==> src/rtl/ps2_key_fifo.sv <==
`default_nettype none
// ============================================================================
// Module   : ps2_key_fifo
// Purpose  : PS/2 scan-code decoder (E0/F0 prefix stripping) feeding a
//            show-ahead key-event FIFO with edge-detected push and pop strobes.
//            Optional auto-repeat suppression: define PS2_TYPEMATIC_FILTER_EN.
// Revision : 1.0 - initial release
// ============================================================================
module ps2_key_fifo #(
    parameter int DEPTH  = 8,
    parameter int ADDR_W = 3
) (
    input  logic              clock,
    input  logic              reset,
    input  logic [7:0]        ps2_key_data,
    input  logic              ps2_key_pressed,
    input  logic              pop,
    input  logic              clear_ovf,
    output logic              key_valid,
    output logic [7:0]        key_code,
    output logic              key_ext,
    output logic              key_release,
    output logic [ADDR_W:0]   key_count,
    output logic              overflow
);

    localparam logic [1:0]      S_IDLE    = 2'd0;
    localparam logic [1:0]      S_EXT     = 2'd1;
    localparam logic [1:0]      S_BRK     = 2'd2;
    localparam logic [1:0]      S_EXT_BRK = 2'd3;
    localparam logic [7:0]      C_E0      = 8'hE0;
    localparam logic [7:0]      C_F0      = 8'hF0;
    localparam logic [ADDR_W:0] C_FULL    = DEPTH[ADDR_W:0];

    logic              pressed_q;
    logic              pop_q;
    logic [1:0]        state_q, state_d;
    logic [ADDR_W-1:0] wr_ptr_q, rd_ptr_q;
    logic [ADDR_W:0]   count_q, count_d;
    logic              overflow_q, overflow_d;
    logic [9:0]        mem [DEPTH];

    logic w_byte_rx, w_pop_rx, w_is_prefix;
    logic w_evt_valid, w_evt_ext, w_evt_rel;
    logic w_filt_drop, w_push_req, w_full, w_empty, w_do_push, w_do_pop;

    assign w_byte_rx   = ps2_key_pressed & ~pressed_q;
    assign w_pop_rx    = pop & ~pop_q;
    assign w_is_prefix = (ps2_key_data == C_E0) || (ps2_key_data == C_F0);

    // Decoder FSM: state register
    always_ff @(posedge clock or posedge reset) begin
        if (reset) begin
            state_q   <= S_IDLE;
            pressed_q <= 1'b0;
            pop_q     <= 1'b0;
        end else begin
            state_q   <= state_d;
            pressed_q <= ps2_key_pressed;
            pop_q     <= pop;
        end
    end

    // Decoder FSM: next state
    always_comb begin
        state_d = state_q;
        if (w_byte_rx) begin
            case (state_q)
                S_IDLE: begin
                    if (ps2_key_data == C_E0)      state_d = S_EXT;
                    else if (ps2_key_data == C_F0) state_d = S_BRK;
                end
                S_EXT: begin
                    if (ps2_key_data == C_F0)      state_d = S_EXT_BRK;
                    else if (!w_is_prefix)         state_d = S_IDLE;
                end
                S_BRK, S_EXT_BRK: begin
                    if (!w_is_prefix)              state_d = S_IDLE;
                end
                default: state_d = S_IDLE;
            endcase
        end
    end

    // Decoder FSM: event outputs
    always_comb begin
        w_evt_valid = w_byte_rx & ~w_is_prefix;
        w_evt_ext   = (state_q == S_EXT) || (state_q == S_EXT_BRK);
        w_evt_rel   = (state_q == S_BRK) || (state_q == S_EXT_BRK);
    end

`ifdef PS2_TYPEMATIC_FILTER_EN
    logic       held_q;
    logic [8:0] held_key_q;
    logic       w_key_match;

    assign w_key_match = held_q && (held_key_q == {w_evt_ext, ps2_key_data});
    assign w_filt_drop = w_evt_valid & ~w_evt_rel & w_key_match;

    always_ff @(posedge clock or posedge reset) begin
        if (reset) begin
            held_q     <= 1'b0;
            held_key_q <= 9'd0;
        end else if (w_evt_valid) begin
            if (!w_evt_rel && !w_key_match) begin
                held_q     <= 1'b1;
                held_key_q <= {w_evt_ext, ps2_key_data};
            end else if (w_evt_rel && w_key_match) begin
                held_q     <= 1'b0;
            end
        end
    end
`else
    assign w_filt_drop = 1'b0;
`endif

    assign w_push_req = w_evt_valid & ~w_filt_drop;
    assign w_full     = (count_q == C_FULL);
    assign w_empty    = (count_q == '0);
    assign w_do_pop   = w_pop_rx & ~w_empty;
    // A pop on the same edge frees the slot, so a full FIFO still accepts.
    assign w_do_push  = w_push_req & (~w_full | w_do_pop);

    always_comb begin
        count_d = count_q;
        case ({w_do_push, w_do_pop})
            2'b10:   count_d = count_q + 1'b1;
            2'b01:   count_d = count_q - 1'b1;
            default: count_d = count_q;
        endcase
        overflow_d = overflow_q;
        if (clear_ovf)
            overflow_d = 1'b0;
        if (w_push_req && !w_do_push)
            overflow_d = 1'b1;
    end

    always_ff @(posedge clock or posedge reset) begin
        if (reset) begin
            wr_ptr_q   <= '0;
            rd_ptr_q   <= '0;
            count_q    <= '0;
            overflow_q <= 1'b0;
        end else begin
            if (w_do_push) wr_ptr_q <= wr_ptr_q + 1'b1;
            if (w_do_pop)  rd_ptr_q <= rd_ptr_q + 1'b1;
            count_q    <= count_d;
            overflow_q <= overflow_d;
        end
    end

    always_ff @(posedge clock) begin
        if (w_do_push)
            mem[wr_ptr_q] <= {w_evt_ext, w_evt_rel, ps2_key_data};
    end

    assign key_valid   = ~w_empty;
    assign key_ext     = mem[rd_ptr_q][9];
    assign key_release = mem[rd_ptr_q][8];
    assign key_code    = mem[rd_ptr_q][7:0];
    assign key_count   = count_q;
    assign overflow    = overflow_q;

endmodule
`default_nettype wire

==> config.mk <==
export PLATFORM = sky130hd
export DESIGN_NAME = ps2_key_fifo
export DESIGN_NICKNAME = d
export VERILOG_FILES = /design/src/rtl/ps2_key_fifo.sv
export SDC_FILE = /design/constraint.sdc
export NUM_CORES = 1
export LEC_CHECK = 0
export CORE_ASPECT_RATIO = 0.7
export CORE_UTILIZATION = 52
export DETAILED_ROUTE_END_ITERATION = 12
export PLACE_DENSITY_LB_ADDON = 0.08
export SETUP_SLACK_MARGIN = 0.05
export SYNTH_ARGS = -nofsm -noshare
export SYNTH_HDL_FRONTEND = slang
export SYNTH_SLANG_ARGS = --single-unit
==> constraint.sdc <==
create_clock -name clock -period 2.45 [get_ports clock]
set_input_delay 0.245 -clock clock [delete_from_list [all_inputs] [get_ports clock]]
set_output_delay 0.245 -clock clock [all_outputs]
set_load 0.01 [all_outputs]
# == Word-level counts from Yosys, hierarchy flattened ==
# Memories as Yosys holds them, arrays and structs flattened.
# Cells that the tools add are included.
# totals
register_bits,15
mem_count,1
input_bits,13
mem_bits_rw,80
out_inout_bits,16
latch_bits,0
mem_bits_ro,0
# memory_table
name,words,width,rd,rd_ports_with_merged_regs,write_ports,line,rtl
mem,8,10,1,0,1,41,logic [9:0] mem [DEPTH];
# classes
magnitude_cmp,0
reduce_logical,11
n_addsub,4
div_mod_pow,0
mux,10
multipliers,0
shifts,0
bitwise_logic,11
eq_ne,9
# ops
operator,count
8-bit equality test (second input constant),2
2-bit 2-to-1 mux,4
4-bit case mux with 2 select lines,1
3-bit by 1-bit adder with 3-bit output (second input constant),2
2-bit equality test (second input constant),3
2-bit case mux with 3 select lines,1
1-bit bitwise AND,5
1-bit inverter,5
4-bit by 1-bit adder with 4-bit output (second input constant),1
2-bit by 1-bit equality test with 1-bit output (second input constant),2
4-bit equality test (second input constant),1
4-bit zero test,1
1-bit 2-to-1 mux,4
2-bit nonzero test,2
4-bit by 1-bit subtractor with 4-bit output (second input constant),1
1-bit logical OR,3
3-bit inequality test (second input constant),1
2-bit zero test,1
2-bit AND reduction,1
2-bit OR reduction,1
1-bit logical AND,1
1-bit zero test,1
1-bit OR,1

# == Logic depth before layout (Yosys ltp) ==
# logic_depth
depth_word,8
depth_mapped,9
mapped_depth_nobuf,8

# == Worst setup path after synthesis ==
# OpenSTA, ideal clock, no wires.
# synth_path
kind,reg2reg
startpoint,register count_q[0] (netlist: key_count[0])
endpoint,register count_q[3] (netlist: key_count[3])
period_less_slack_ns,2.486
path_stages_with_launch,9
path_slack_ns,-0.036
required_ns,2.360
arrival_ns,2.396
cell_sequence,dfrtp_1 > or4_1 > nand2_1 > nor2_1 > ha_1 > a21o_1 > a21o_1 > or4_1 > o2111ai_1
# synth_between
elab_chain_cells,7
elab_cells_between_ends,13
cone_classes,add/sub (2); eq/ne (3); mux (1); bitwise (5); reduce/logical (2)
# synth_rtl
element,line,rtl
from (decl),39,"logic [ADDR_W:0] count_q, count_d;"
from (signal assigned),147,count_q <= count_d;
4-bit zero test *,119,assign w_empty = (count_q == '0);
1-bit inverter *,n/a,
via key_valid,19,"output logic key_valid,"
1-bit bitwise AND *,120,assign w_do_pop = w_pop_rx & ~w_empty;
1-bit OR,122,assign w_do_push = w_push_req & (~w_full | w_do_pop);
1-bit bitwise AND,122,
2-bit by 1-bit equality test with 1-bit output / 2-bit equality test (equally long branches),126,"case ({w_do_push, w_do_pop})"
4-bit case mux with 2 select lines / 2-bit nonzero test (equally long branches),n/a,
# Mark *: on every way through the listed nets, which the timed path passes. The rest lies on a longest branch.
# A chain may end at the register's enable or synchronous reset.

# == Worst setup path after layout ==
# layout_path
startpoint,register count_q[1] (netlist: key_count[1])
endpoint,register count_q[3] (netlist: key_count[3])
# layout_between
elab_chain_cells,7
elab_cells_between_ends,13
cone_classes,add/sub (2); eq/ne (3); mux (1); bitwise (5); reduce/logical (2)
# layout_rtl
element,line
4-bit zero test,119
1-bit inverter,120
1-bit bitwise AND,120
1-bit OR,122
1-bit bitwise AND,122
2-bit by 1-bit equality test with 1-bit output / 2-bit equality test (equally long branches),126
4-bit case mux with 2 select lines / 2-bit nonzero test (equally long branches),n/a
# Several ways; a longest one is shown, not always the timed one.

==> results.json <==
{
  "status": "finished clean",
  "maxCapViolCount": 0,
  "die_x_um": 104,
  "clock_latency_ps": 350,
  "cts_tree": "done",
  "port_buffers": 28,
  "via_per_inst": 5.46,
  "synth-seq-cells": 95,
  "hold_ws_ps": 251,
  "die_area_um2": 7700,
  "mostFrequentLayoutCells": "80 x edfxtp_1, 38 x buf_4, 20 x mux4_2, 15 x clkdlybuf4s50_1, 12 x dfrtp_1",
  "start_util_pct": 55.3,
  "grt_usage_pct": 21.1,
  "cp-end-kind": "flop",
  "clock_sinks": 95,
  "syn_nets": 218,
  "synth_cells": 200,
  "drtIter0Drc": 176,
  "r2r_start": "key_count[1]",
  "path_class": "flop to flop",
  "ys.flop_type": "edfxtp_1",
  "cp_cell_sequence": "or4_4, nand2_4, nor2_1, ha_1, a21o_1, a21o_1, or4_1, o2111ai_1",
  "synthToLayoutAreaGrowth_pct": 23.4,
  "p_clk_share_pct": 18.0,
  "route.detailed.drc": 0,
  "max_stage_delay_ps": 550,
  "r2r_setup_slack_ps": 110,
  "insertedDiodeCount": 0,
  "clock.fmax_mhz": 428,
  "post_drt_wl_per_cell_um": 20.2,
  "gr-total-overflow": 0,
  "worst_path_max_delay_cell": "or4_4",
  "fp.dieH_um": 73.7,
  "ys_warn_count": 0,
  "cp_top_family": "simple AND/OR/NAND/NOR gates",
  "slew_headroom_pct": 59.6,
  "setup.worst_path.start": "key_count[1]",
  "synth.avg_cell_area_um2": 19.1,
  "layout_commonest_cell": "edfxtp_1",
  "drt_pre_antenna_iters": 4,
  "fin_cells": 371,
  "hold_viol": 0,
  "ys_top_cells_by_area": "edfxtp_1 63%, mux4_2 12%, dfrtp_1 9.8%",
  "rsz0062_at_grt": "yes",
  "cts_buffer_depth": 2,
  "p_sw_mw": 1.46,
  "dp_cells": 347,
  "fin_ws_ps": 112,
  "wl_um": 7480,
  "h-tree-depth": 3,
  "place_ws_ps": -332,
  "ys_types": 30,
  "hpwlAfterDp_um": 5000,
  "crit_path_frequent_cell": "a21o_1",
  "critPathMaxFanout": 2,
  "p_per_area_nw_per_um2": 1030,
  "swShare_pct": 30.1,
  "synth_edf_count": 80,
  "reg2reg_to": "key_count[3]",
  "p_comb_share_pct": 38.6,
  "grt_pass1_vias": 2093,
  "final.setup.tns_ps": 0,
  "postLayoutCoreUtil_pct": 68.2,
  "numCtsBuffers": 9,
  "io_pins": 29,
  "fin_crit_sh_pct": 95.4,
  "setup_viol": 0,
  "syn_area_um2": 3820,
  "yosys.area.top_type_share_pct": 62.9,
  "worstMarginPinSlew_ps": 606,
  "core_um2": 6910,
  "final_nets": 290,
  "p_int_mw": 3.40,
  "drive_above_1_share_pct": 32.9,
  "vdd_drop_max_mv": 0.557,
  "arrival_ps": 2610,
  "gp_congestion": 0.796,
  "critical_path_required_ps": 2720,
  "worst_r2r_path_depth": 8,
  "via_count": 2027,
  "maxSlewViolCount": 0,
  "postRouteAntennaNets": 0,
  "grt_max_degree": 16,
  "clk_pin_slew_worst_paths_ps": 90,
  "cp-start-kind": "flop",
  "cp.buffers_inverters": 0,
  "antenna_found_initial": 0,
  "grt_pass1_wl_um": 11300,
  "p_seq_share_pct": 43.4,
  "synth-async-reset-ratio_pct": 15.8,
  "num_rows": 25,
  "clock_skew_ps": 9.89,
  "min_period_ps": 2340,
  "root_buffer": "clkbuf_8",
  "ys_seq_area_share_pct": 72.7,
  "cellLeakagePower_nw": 1.71,
  "hp-class": "input port to async pin",
  "yosys.area.top_type": "edfxtp_1"
}
==> cell type report <==
type	instances	area [um2]
Clock buffer	11	131
Clock inverter	5	33.8
Fill cell	460	2200
Inverter	7	26.3
Multi-Input combinational cell	90	995
Sequential cell	95	2780
Tap cell	94	118
Timing Repair Buffer	69	629
==> worst max-delay path by stage <==
stage	end	slack, ps	cells past startpoint
2_1_floorplan	key_count[3]	70	8
3_3_place_gp	key_count[3]	-260	9
3_5_place_dp	key_count[3]	-330	9
4_1_cts	key_count[3]	60	9
5_1_grt	key_count[3]	40	8
6_report	key_count[3]	110	8
==> kinds of logic after synthesis <==
kind of cell / Yosys count / synth area share, %
DFF: 95 / 72.7
muxes: 35 / 16.2
and+or+nand+nor: 34 / 4.49
buffers and inverters: 15 / 1.57
AOI/OAI and AO/OA: 10 / 1.83
xor gates and xnor gates: 6 / 1.38
adders and majority gates: 5 / 1.83
==> registers in the layout, indices dropped and copies added (netlist names) <==
register,cells
mem,80
pop_q,1
state_q,2
overflow,1
wr_ptr_q,3
key_count,4
pressed_q,1
rd_ptr_q,3
==> power groups by stage <==
stage | Clock (mW) | Combinational [mW] | Sequential, mW
after floorplan | 0 | 1.04 | 2.12
after global placement | 0 | 1.72 | 2.14
after detailed placement | 0 | 1.77 | 2.16
after CTS | 0.901 | 1.79 | 2.12
after global routing | 0.948 | 2.03 | 2.13
final | 0.876 | 1.88 | 2.11
==> timing repair <==
item                       CTS  global route
hold buffers                 0             0
gates resized for setup     13             4
pin swaps                    0             2
buffers inserted             2             4
gates cloned                 1             1
setup endpoints to repair   11             4
==> worst reg2reg max path: stages (launching register included) <==
cell and delay [ps]:
dfrtp_1 400, or4_4 550, nand2_4 80, nor2_1 50, ha_1 290, a21o_1 200
a21o_1 180, or4_1 410, o2111ai_1 100
==> layer usage <==
layer / wire length [um] / vias up / GRT usage (%) / part of all wire, %
met1: 3210 / 1024 / 28.1 / 43
met3: 414 / 9 / 3.82 / 5.5
met5: 0 / - / 0 / 0
li1: - / 930 / - / -
met2: 3780 / 64 / 35.4 / 51
met4: 71 / 0 / 8.10 / 0.95
==> stage by stage <==
| stage | power, mW | instance area [um2] |
|---|---|---|
| 2_1_floorplan | 3.16 | 3830 |
| 3_3_place_gp | 3.87 | 4450 |
| 3_5_place_dp | 3.93 | 4450 |
| 4_1_cts | 4.81 | 4650 |
| 5_1_grt | 5.11 | 4710 |
| 6_report | 4.87 | 4710 |
==> cell usage after synthesis (2+ instances only) <==
master,instances
mux2i_1,2
mux2_2,10
a21o_1,2
nand2_1,8
mux4_2,20
xnor2_1,6
mux2_1,2
buf_2,3
ha_1,4
clkbuf_1,5
or4_1,2
edfxtp_1,80
dfrtp_1,15
nor2_1,10
nand2b_1,3
a21oi_1,4
inv_1,7
nor3_1,2
nor2b_1,2
nand3_1,3
Power figures use the tool's default switching activity.
